--- config.mk ---
export PLATFORM = sky130hd
export DESIGN_NAME = stage_seq
export DESIGN_NICKNAME = d
export VERILOG_FILES = /design/src/rtl/stage_seq_pkg.sv /design/src/rtl/seq_delay_line.sv /design/src/rtl/stage_seq.sv
export SDC_FILE = /design/constraint.sdc
export NUM_CORES = 1
export LEC_CHECK = 0
export ABC_AREA = 0
export CORE_UTILIZATION = 40
export CTS_CLUSTER_DIAMETER = 40
export DETAILED_ROUTE_END_ITERATION = 16
export GPL_TIMING_DRIVEN = 0
export PLACE_DENSITY = 0.66
export SYNTH_ARGS = -nofsm -noshare
export SYNTH_HDL_FRONTEND = slang
export SYNTH_SLANG_ARGS = --single-unit
--- constraint.sdc ---
create_clock -name clk -period 2.5 [get_ports clk]
set_input_delay 0.625 -clock clk [delete_from_list [all_inputs] [get_ports clk]]
set_output_delay 0.625 -clock clk [all_outputs]
set_load 0.05 [all_outputs]
--- src/rtl/stage_seq_pkg.sv ---
`default_nettype none
// ============================================================================
// Module      : stage_seq_pkg
// Description : Shared types and default constants for the instruction stage
//               sequencer (state encoding, default stage count and decode
//               stage index).
// Revision    : 1.0 - initial release
// ============================================================================
package stage_seq_pkg;

  // Sequencer top-level states; SEQ_HALT is only reachable when the
  // watchdog is built in.
  typedef enum logic [1:0] {
    SEQ_IDLE = 2'd0,
    SEQ_RUN  = 2'd1,
    SEQ_HALT = 2'd2
  } seq_state_e;

  // Default pipeline shape: IF/ID/EX/MEM/WB with decode at stage 1.
  localparam int SEQ_NSTAGES   = 5;
  localparam int SEQ_DEC_STAGE = 1;

endpackage : stage_seq_pkg
`default_nettype wire

--- src/rtl/seq_delay_line.sv ---
`default_nettype none
// ============================================================================
// Module      : seq_delay_line
// Description : 1-bit shift register of parametrised depth with asynchronous
//               active-low clear. Each input pulse reappears on q exactly
//               DEPTH cycles later; back-to-back pulses are all preserved.
// Ports       : clk  - clock
//               rst  - asynchronous active-low clear
//               d    - input bit
//               q    - input bit delayed by DEPTH cycles
// Revision    : 1.0 - initial release
// ============================================================================
module seq_delay_line
  import stage_seq_pkg::*;
#(
  parameter int DEPTH = 2
) (
  input  logic clk,
  input  logic rst,
  input  logic d,
  output logic q
);

  logic [DEPTH-1:0] r_sr;

  generate
    if (DEPTH == 1) begin : g_single
      always_ff @(posedge clk or negedge rst) begin
        if (!rst) r_sr <= '0;
        else      r_sr <= d;
      end
    end else begin : g_chain
      always_ff @(posedge clk or negedge rst) begin
        if (!rst) r_sr <= '0;
        else      r_sr <= {r_sr[DEPTH-2:0], d};
      end
    end
  endgenerate

  assign q = r_sr[DEPTH-1];

endmodule : seq_delay_line
`default_nettype wire

--- src/rtl/stage_seq.sv ---
`default_nettype none
// ============================================================================
// Module      : stage_seq
// Description : Multi-cycle instruction sequencer. Steps one instruction at a
//               time through NSTAGES stages with one-cycle start pulses and
//               per-stage finish handshakes, skips stages flagged at decode,
//               and emits a delayed commit pulse plus a retire count.
// Build macro : STAGE_SEQ_WDOG_EN - adds a stall watchdog that parks the
//               sequencer in SEQ_HALT after WDOG_LIMIT cycles without an
//               accepted finish (exit only on reset).
// Ports       : clk            - clock
//               rst            - asynchronous active-low reset
//               run_i          - allow starting a new instruction
//               halt_i         - stop at the next instruction boundary
//               stage_finish_i - per-stage done handshake
//               skip_i         - per-stage skip flags, sampled at decode finish
//               stage_valid_o  - per-stage one-cycle start pulse
//               cur_stage_o    - index of the active stage
//               busy_o         - instruction in flight
//               commit_o       - pulse COMMIT_DELAY cycles after retire
//               retire_cnt_o   - retired instruction count (wraps)
//               wdog_o         - sticky watchdog flag
// Revision    : 1.0 - initial release
// ============================================================================
module stage_seq
  import stage_seq_pkg::*;
#(
  parameter int NSTAGES      = SEQ_NSTAGES,
  parameter int DEC_STAGE    = SEQ_DEC_STAGE,
  parameter int COMMIT_DELAY = 2,
  parameter int CNT_W        = 64,
  parameter int WDOG_LIMIT   = 1024
) (
  input  logic                       clk,
  input  logic                       rst,
  input  logic                       run_i,
  input  logic                       halt_i,
  input  logic [NSTAGES-1:0]         stage_finish_i,
  input  logic [NSTAGES-1:0]         skip_i,
  output logic [NSTAGES-1:0]         stage_valid_o,
  output logic [$clog2(NSTAGES)-1:0] cur_stage_o,
  output logic                       busy_o,
  output logic                       commit_o,
  output logic [CNT_W-1:0]           retire_cnt_o,
  output logic                       wdog_o
);

  localparam int IDX_W = $clog2(NSTAGES);
  typedef logic [IDX_W-1:0] stage_idx_t;

  localparam stage_idx_t         C_DEC = stage_idx_t'(DEC_STAGE);
  // Stages up to and including decode can never be skipped.
  localparam logic [NSTAGES-1:0] C_SKIP_ALLOW = {NSTAGES{1'b1}} << (DEC_STAGE + 1);

  generate
    if (NSTAGES < 2 || DEC_STAGE >= NSTAGES) begin : g_chk_shape
      $error("stage_seq: NSTAGES must be >= 2 and DEC_STAGE < NSTAGES");
    end
    if (COMMIT_DELAY < 1 || WDOG_LIMIT < 1) begin : g_chk_delay
      $error("stage_seq: COMMIT_DELAY and WDOG_LIMIT must be >= 1");
    end
  endgenerate

  seq_state_e         r_state, w_state_nxt;
  stage_idx_t         r_cur, w_cur_nxt;
  logic [NSTAGES-1:0] r_mask, w_mask_nxt;
  logic               r_first, w_first_nxt;   // first cycle at current stage
  logic [CNT_W-1:0]   r_cnt;

  logic               w_fin;
  logic               w_retire;
  logic               w_found;
  stage_idx_t         w_scan;
  logic [NSTAGES-1:0] w_eff_mask;
  logic               w_wdog_trip;

  assign w_fin = (r_state == SEQ_RUN) && stage_finish_i[r_cur];

  // Next-unskipped-stage search. At the decode finish the freshly sampled
  // skip flags must steer the very next step, so they bypass r_mask here.
  always_comb begin
    w_eff_mask = (r_cur == C_DEC) ? (skip_i & C_SKIP_ALLOW) : r_mask;
    w_found    = 1'b0;
    w_scan     = '0;
    for (int i = NSTAGES - 1; i >= 0; i--) begin
      if (i > int'(r_cur) && !w_eff_mask[i]) begin
        w_found = 1'b1;
        w_scan  = stage_idx_t'(i);
      end
    end
  end

  assign w_retire = w_fin && !w_found;

  always_ff @(posedge clk or negedge rst) begin
    if (!rst) begin
      r_state <= SEQ_IDLE;
      r_cur   <= '0;
      r_mask  <= '0;
      r_first <= 1'b0;
      r_cnt   <= '0;
    end else begin
      r_state <= w_state_nxt;
      r_cur   <= w_cur_nxt;
      r_mask  <= w_mask_nxt;
      r_first <= w_first_nxt;
      if (w_retire) r_cnt <= r_cnt + 1'b1;
    end
  end

  always_comb begin
    w_state_nxt = r_state;
    w_cur_nxt   = r_cur;
    w_mask_nxt  = r_mask;
    w_first_nxt = 1'b0;
    case (r_state)
      SEQ_IDLE: begin
        if (run_i && !halt_i) begin
          w_state_nxt = SEQ_RUN;
          w_cur_nxt   = '0;
          w_mask_nxt  = '0;
          w_first_nxt = 1'b1;
        end
      end
      SEQ_RUN: begin
        if (w_fin && r_cur == C_DEC) w_mask_nxt = w_eff_mask;
        if (w_retire) begin
          w_cur_nxt  = '0;
          w_mask_nxt = '0;
          if (halt_i || !run_i) w_state_nxt = SEQ_IDLE;
          else                  w_first_nxt = 1'b1;  // next fetch with no bubble
        end else if (w_fin) begin
          w_cur_nxt   = w_scan;
          w_first_nxt = 1'b1;
        end
        if (w_wdog_trip) begin
          w_state_nxt = SEQ_HALT;
          w_first_nxt = 1'b0;
        end
      end
      SEQ_HALT: begin
        // Parked until reset.
      end
      default: w_state_nxt = SEQ_IDLE;
    endcase
  end

`ifdef STAGE_SEQ_WDOG_EN
  localparam int WAIT_W = $clog2(WDOG_LIMIT + 1);

  logic [WAIT_W-1:0] r_wait;
  logic              r_wdog;

  // Counting restarts whenever a finish is accepted (i.e. on every stage
  // change or retire) and whenever the sequencer is not running.
  assign w_wdog_trip = (r_state == SEQ_RUN) && !w_fin &&
                       (r_wait == WAIT_W'(WDOG_LIMIT - 1));

  always_ff @(posedge clk or negedge rst) begin
    if (!rst) begin
      r_wait <= '0;
      r_wdog <= 1'b0;
    end else begin
      if (r_state != SEQ_RUN || w_fin) r_wait <= '0;
      else if (!w_wdog_trip)           r_wait <= r_wait + 1'b1;
      if (w_wdog_trip) r_wdog <= 1'b1;
    end
  end

  assign wdog_o = r_wdog;
`else
  assign w_wdog_trip = 1'b0;
  assign wdog_o      = 1'b0;
`endif

  seq_delay_line #(
    .DEPTH (COMMIT_DELAY)
  ) u_commit_dly (
    .clk (clk),
    .rst (rst),
    .d   (w_retire),
    .q   (commit_o)
  );

  assign stage_valid_o = (r_state == SEQ_RUN && r_first) ? (NSTAGES'(1) << r_cur) : '0;
  assign cur_stage_o   = r_cur;
  assign busy_o        = (r_state == SEQ_RUN);
  assign retire_cnt_o  = r_cnt;

endmodule : stage_seq
`default_nettype wire

## Yosys cells after proc, flatten, opt, wreduce, memory -nomap -nowiden

Cells that the tools add are included.

- Muxes and demuxes: 29
- Equal/unequal tests: 8
- Bitwise gates (word level): 1
- Shifts and indexed selects: 1
- $lt $le $gt $ge: 5
- Reductions and logical operators: 22
- Add/subtract/negate cells: 1

Operator list:

| kind | number |
|---|---|
| adder 64 x 1 -> 64 bit, second input constant | 1 |
| two-way mux 5 bit | 5 |
| two-way mux 3 bit | 7 |
| case mux 5 bit (2 select lines) | 1 |
| logical AND 1 bit | 9 |
| two-way mux 1 bit | 9 |
| zero test 1 bit | 7 |
| > comparator 2 x 3 -> 1 bit, first input constant | 2 |
| two-way mux 2 bit | 3 |
| != test 3 x 1 -> 1 bit, second input constant | 2 |
| case mux 2 bit (3 select lines) | 1 |
| case mux 3 bit (2 select lines) | 1 |
| AND reduction 3 bit | 2 |
| left shift 1 x 3 -> 5 bit, first input constant | 1 |
| < comparator 3 x 4 -> 1 bit, second input constant | 1 |
| != test 2 x 1 -> 1 bit, second input constant | 2 |
| AND reduction 4 bit | 1 |
| binary-select mux 1 bit (select 3 bit) | 1 |
| == test 3 x 1 -> 1 bit, second input constant | 1 |
| > comparator 1 x 3 -> 1 bit, first input constant | 1 |
| > comparator 3 bit, first input constant | 1 |
| == test 2 x 1 -> 1 bit, second input constant | 1 |
| == test 2 bit, second input constant | 1 |
| zero test 2 bit | 1 |
| 5 further kinds | 5 |

- Bits of input ports: 14
- Word-level logic and storage cells: 73
- Bits in registers: 76
- Output and inout bits: 75

## Longest topological paths before layout

- Depth after elaboration: 12
- Mapped depth: 9
- Depth with buffers taken out: 7

## Modules after synthesis

Synthesis repeated with hierarchy kept, for this count alone.

- Cell total of the unflattened synthesis: 350
- Area total of the unflattened synthesis: 3634.7 um^2

By module, submodules not included:

| module | cells each | instances | area an instance (um^2) |
|---|---|---|---|
| stage_seq | 348 | 1 | 3584.7 |
| seq_delay_line | 2 | 1 | 50.0 |

## Worst setup path after synthesis

OpenSTA, ideal clock, no wires.

- Kind: reg2reg
- From: register r_cnt[8] (netlist: retire_cnt_o[8])
- To: register r_cnt[33] (netlist: retire_cnt_o[33])
- Arrival time: 2503 ps
- Cell stages (with the launch flop): 9
- Setup time: 83 ps
- Buffers on the path: 2
- Slack: -85 ps
- Cells stage by stage: dfrtp_1 -> and4_1 -> nand4_1 -> or3_1 -> or4_4 -> buf_6 -> buf_12 -> nor3_2 -> xor2_1

- Cells in the longest elaborated chain, start to end: 1

RTL lines:

| what | line | text |
|---|---|---|
| start: declaration | stage_seq.sv:68 | `logic [CNT_W-1:0] r_cnt;` |
| start signal: assignment | stage_seq.sv:107 | `if (w_retire) r_cnt <= r_cnt + 1'b1;` |
| adder 64 x 1 -> 64 bit | stage_seq.sv:107 |  |

No other way between the ends.
A chain may end at the register's enable or synchronous reset.

## Worst setup path in the final report

- From: input skip_i[4]
- To: register r_cnt[53] (netlist: retire_cnt_o[53])

- Cells in the longest elaborated chain, start to end: 9

RTL lines:

| what | line | text |
|---|---|---|
| start: declaration | stage_seq.sv:39 | `input logic [NSTAGES-1:0] skip_i,` |
| two-way mux 5 bit | stage_seq.sv:82 | `w_eff_mask = (r_cur == C_DEC) ? (skip_i & C_SKIP_ALLOW) : r_mask;` |
| zero test 1 bit | stage_seq.sv:86 | `if (i > int'(r_cur) && !w_eff_mask[i]) begin` |
| logical AND 1 bit | stage_seq.sv:86 |  |
| two-way mux 1 bit (4 in a row) | stage_seq.sv:86 |  |
| zero test 1 bit | stage_seq.sv:93 | `assign w_retire = w_fin && !w_found;` |
| logical AND 1 bit | stage_seq.sv:93 |  |

No other way between the ends. The select of a mux whose other input is x is not followed.

==> impl_metrics.py <==
metrics = {
    "timing": {
        "finalSetupTns_ps": 0,
        "max_freq_ghz": 0.401,
        "worst_slew_pin_slew_ps": 542,
        "slew_headroom": 0.637,
        "post-route-period-util": 0.997,
        "rsz0062_at_grt": "yes",
        "setup_viol": 0,
        "hold_viol": 0,
        "finalCriticalPeriod_ps": 2490,
        "maxSlewViolCount": 0,
        "setup_slack_ps": 6.40,
        "skew_ps": 13.3,
    },
    "setup_path": {
        "start_kind": "primary input",
        "critPathSlowestCell": "or4_4",
        "crit_required_ps": 2780,
        "timing.critical_path.to_type": "flop",
        "path_cells": "clkdlybuf4s50_1 -> inv_1 -> o311a_4 -> or4_4 -> buf_12 -> clkbuf_16 -> nor3_2 -> xor2_1",
        "cp.arrival_ps": 2770,
        "cp_max_fo": 9,
        "reg2reg_from": "cur_stage_o[0]",
        "r2r_end": "retire_cnt_o[53]",
        "slowest_delay_ps": 560,
        "r2r_cells": 9,
        "setup.worst_path.start": "skip_i[4]",
        "ff2ff_setup_slack_ps": 40,
        "critical_path_class": "in2reg",
    },
    "place": {
        "dp_cells": 578,
        "hpwlAfterDp_mm": 6.51,
        "placed_cell_area_um2": 4870,
        "place.gp.congestion": 0.790,
        "dpl_worst_slack_ps": -758,
        "portBuffers": 85,
    },
    "drt": {
        "drc_errors": 0,
        "dr_wl_met3_um": 359,
        "wl_met2_mm": 4.54,
        "wl_met1_mm": 4.54,
        "ant_nets": 0,
        "wire_per_inst_um": 15.8,
        "top_layer": "met4",
        "drtIter0Drc": 147,
        "drt-pass1-iter-count": 4,
        "vias_per_cell": 5.08,
        "vias": 3057,
        "wirelength_mm": 9.53,
    },
    "logic_synthesis": {
        "synthCells": 363,
        "ys_types": 51,
        "yosysMostFrequentCell": "dfrtp_1",
        "syn-num-nets": 378,
        "synth_warnings": 0,
        "synth_edf_count": 0,
        "netlist_top_cells_count": "75 x dfrtp_1, 34 x xor2_1, 33 x nand2_1",
        "netlist.area_leader.share": 0.491,
        "synthTopCellsByArea": "dfrtp_1 49%, xor2_1 7.8%, xnor2_1 6.6%",
        "syn_area_um2": 3820,
        "synth-seq-cells": 75,
        "synthFlopType": "dfrtp_1",
        "synthArstFlopShare": 1.00,
        "ys_seq_area_frac": 0.491,
        "synth_top_area_cell": "dfrtp_1",
        "avgSynthCellArea_um2": 10.5,
    },
    "floorplanning": {
        "rows": 35,
        "start_util": 0.414,
        "die_h_um": 99.7,
        "die_width_um": 99.7,
        "dieArea_um2": 9950,
        "ios": 89,
        "core_area_um2": 9240,
    },
    "clock_network": {
        "root_buffer": "clkbuf_8",
        "cts-buffers-inserted": 9,
        "htreeDepth": 3,
        "clkLatencyLatePin_ps": 350,
        "clkTransAtPathRegs_ps": 90,
        "cts_buffer_depth": 2,
        "ctsHoldBuffers": 0,
        "cts_tree": "done",
        "clock-sinks": 75,
    },
    "global_routing": {
        "grt_pass1_wl_mm": 15.0,
        "grt_pass1_vias": 2972,
        "grt_overflow": 0,
        "track_usage": 0.194,
        "grt_max_degree": 54,
        "antenna_found_initial": 0,
    },
    "final_layout": {
        "final_cells": 602,
        "n_antenna_cell": 0,
        "finalInstanceArea_um2": 5340,
        "nets": 483,
        "area_growth_pct": 39.6,
        "final_util": 0.577,
        "drive_above_1_share": 0.184,
    },
    "power_and_ir_drop": {
        "p_per_area_nw_per_um2": 643,
        "power_leakage_uw": 0.00249,
        "peakVddDrop_mv": 0.413,
    },
    "status": {
        "outcome": "completed",
    },
    "hold_path": {
        "min_path_type": "in2async",
    },
    "job": {
        "maxCapViolCount": 0,
    },
}
==> layer usage <==
metal  vias up  GRT usage
met5         -          0
li1       1484          -
met2        66      0.301
met4         0     0.0622
met1      1501      0.275
met3         6     0.0344
==> state kept, by name, summed over array words and instances, names as in the netlist <==
signal and count:
r_first 1, retire_cnt_o 64, r_mask 4, r_state 1
u_commit_dly.r_sr 2, cur_stage_o 3
==> repair_timing <==
action / CTS / global route
pin swaps: 4 / 12
resized for setup: 19 / 28
endpoints found under the setup margin: 58 / 60
gates cloned: 0 / 1
setup buffers: 3 / 4
==> through the flow <==
step	hold slack (ps)	total power [uW]
2_1_floorplan	329	2020
3_3_place_gp	331	2280
3_5_place_dp	341	2300
4_1_cts	168	3370
5_1_grt	182	3600
6_report	169	3430
==> placed cells by master, fill, tap and decap left out, drive strengths merged, types with 4 or more instances in the layout <==
master         instances
and2                   6
and3                   9
and4                   4
buf                   16
clkbuf                20
clkdlybuf4s50         76
dfrtp                 75
inv                   10
nand2                 33
nand2b                 4
nand3                 27
nand4                 25
nor2                  22
nor3                  25
nor4                  12
xnor2                 29
xor2                  34
==> where the power goes <==
group	internal [uW]	leakage, uW	switching [uW]	total [uW]
registers	1290	0.00101	78.4	1370
clock network	595	0.000110	463	1060
logic	398	0.00137	608	1010
total	2280	0.00249	1150	3430
==> layout make-up <==
type | instances | area, um2
Tap cell | 129 | 161
Multi-Input combinational cell | 266 | 1950
Sequential cell | 75 | 1890
Fill cell | 823 | 3910
Timing Repair Buffer | 94 | 948
Clock buffer | 11 | 141
Inverter | 9 | 33.8
Clock inverter | 5 | 85.1
Buffer | 13 | 129
==> worst max path at each step <==
| stage | to | slack (ps) | cells after the start |
|---|---|---|---|
| final | retire_cnt_o[53] | 6 | 8 |
| after global routing | retire_cnt_o[39] | -90 | 9 |
| after CTS | retire_cnt_o[48] | -30 | 9 |
| after detailed placement | retire_cnt_o[48] | -760 | 8 |
| after global placement | retire_cnt_o[17] | -2170 | 1 |
| after floorplan | retire_cnt_o[33] | 4 | 8 |
==> cell families after synthesis <==
| kind of cell | count (synthesis) | share of synthesized area |
|---|---|---|
| adders and majority gates | 1 | 0.00327 |
| xor gates and xnor gates | 63 | 0.144 |
| buffers and inverters | 22 | 0.0334 |
| DFF | 75 | 0.491 |
| and+or+nand+nor | 180 | 0.278 |
| muxes | 4 | 0.0108 |
| other | 1 | 0.000981 |
| AOI/OAI and AO/OA | 17 | 0.0377 |
==> worst max-delay path: cells and delay by family <==
family | cells | cell delay (ps)
buf+inv | 4 | 890
compound gates | 1 | 340
simple gates | 2 | 740
xor+xnor | 1 | 160
(Power assumes the default switching activity.)
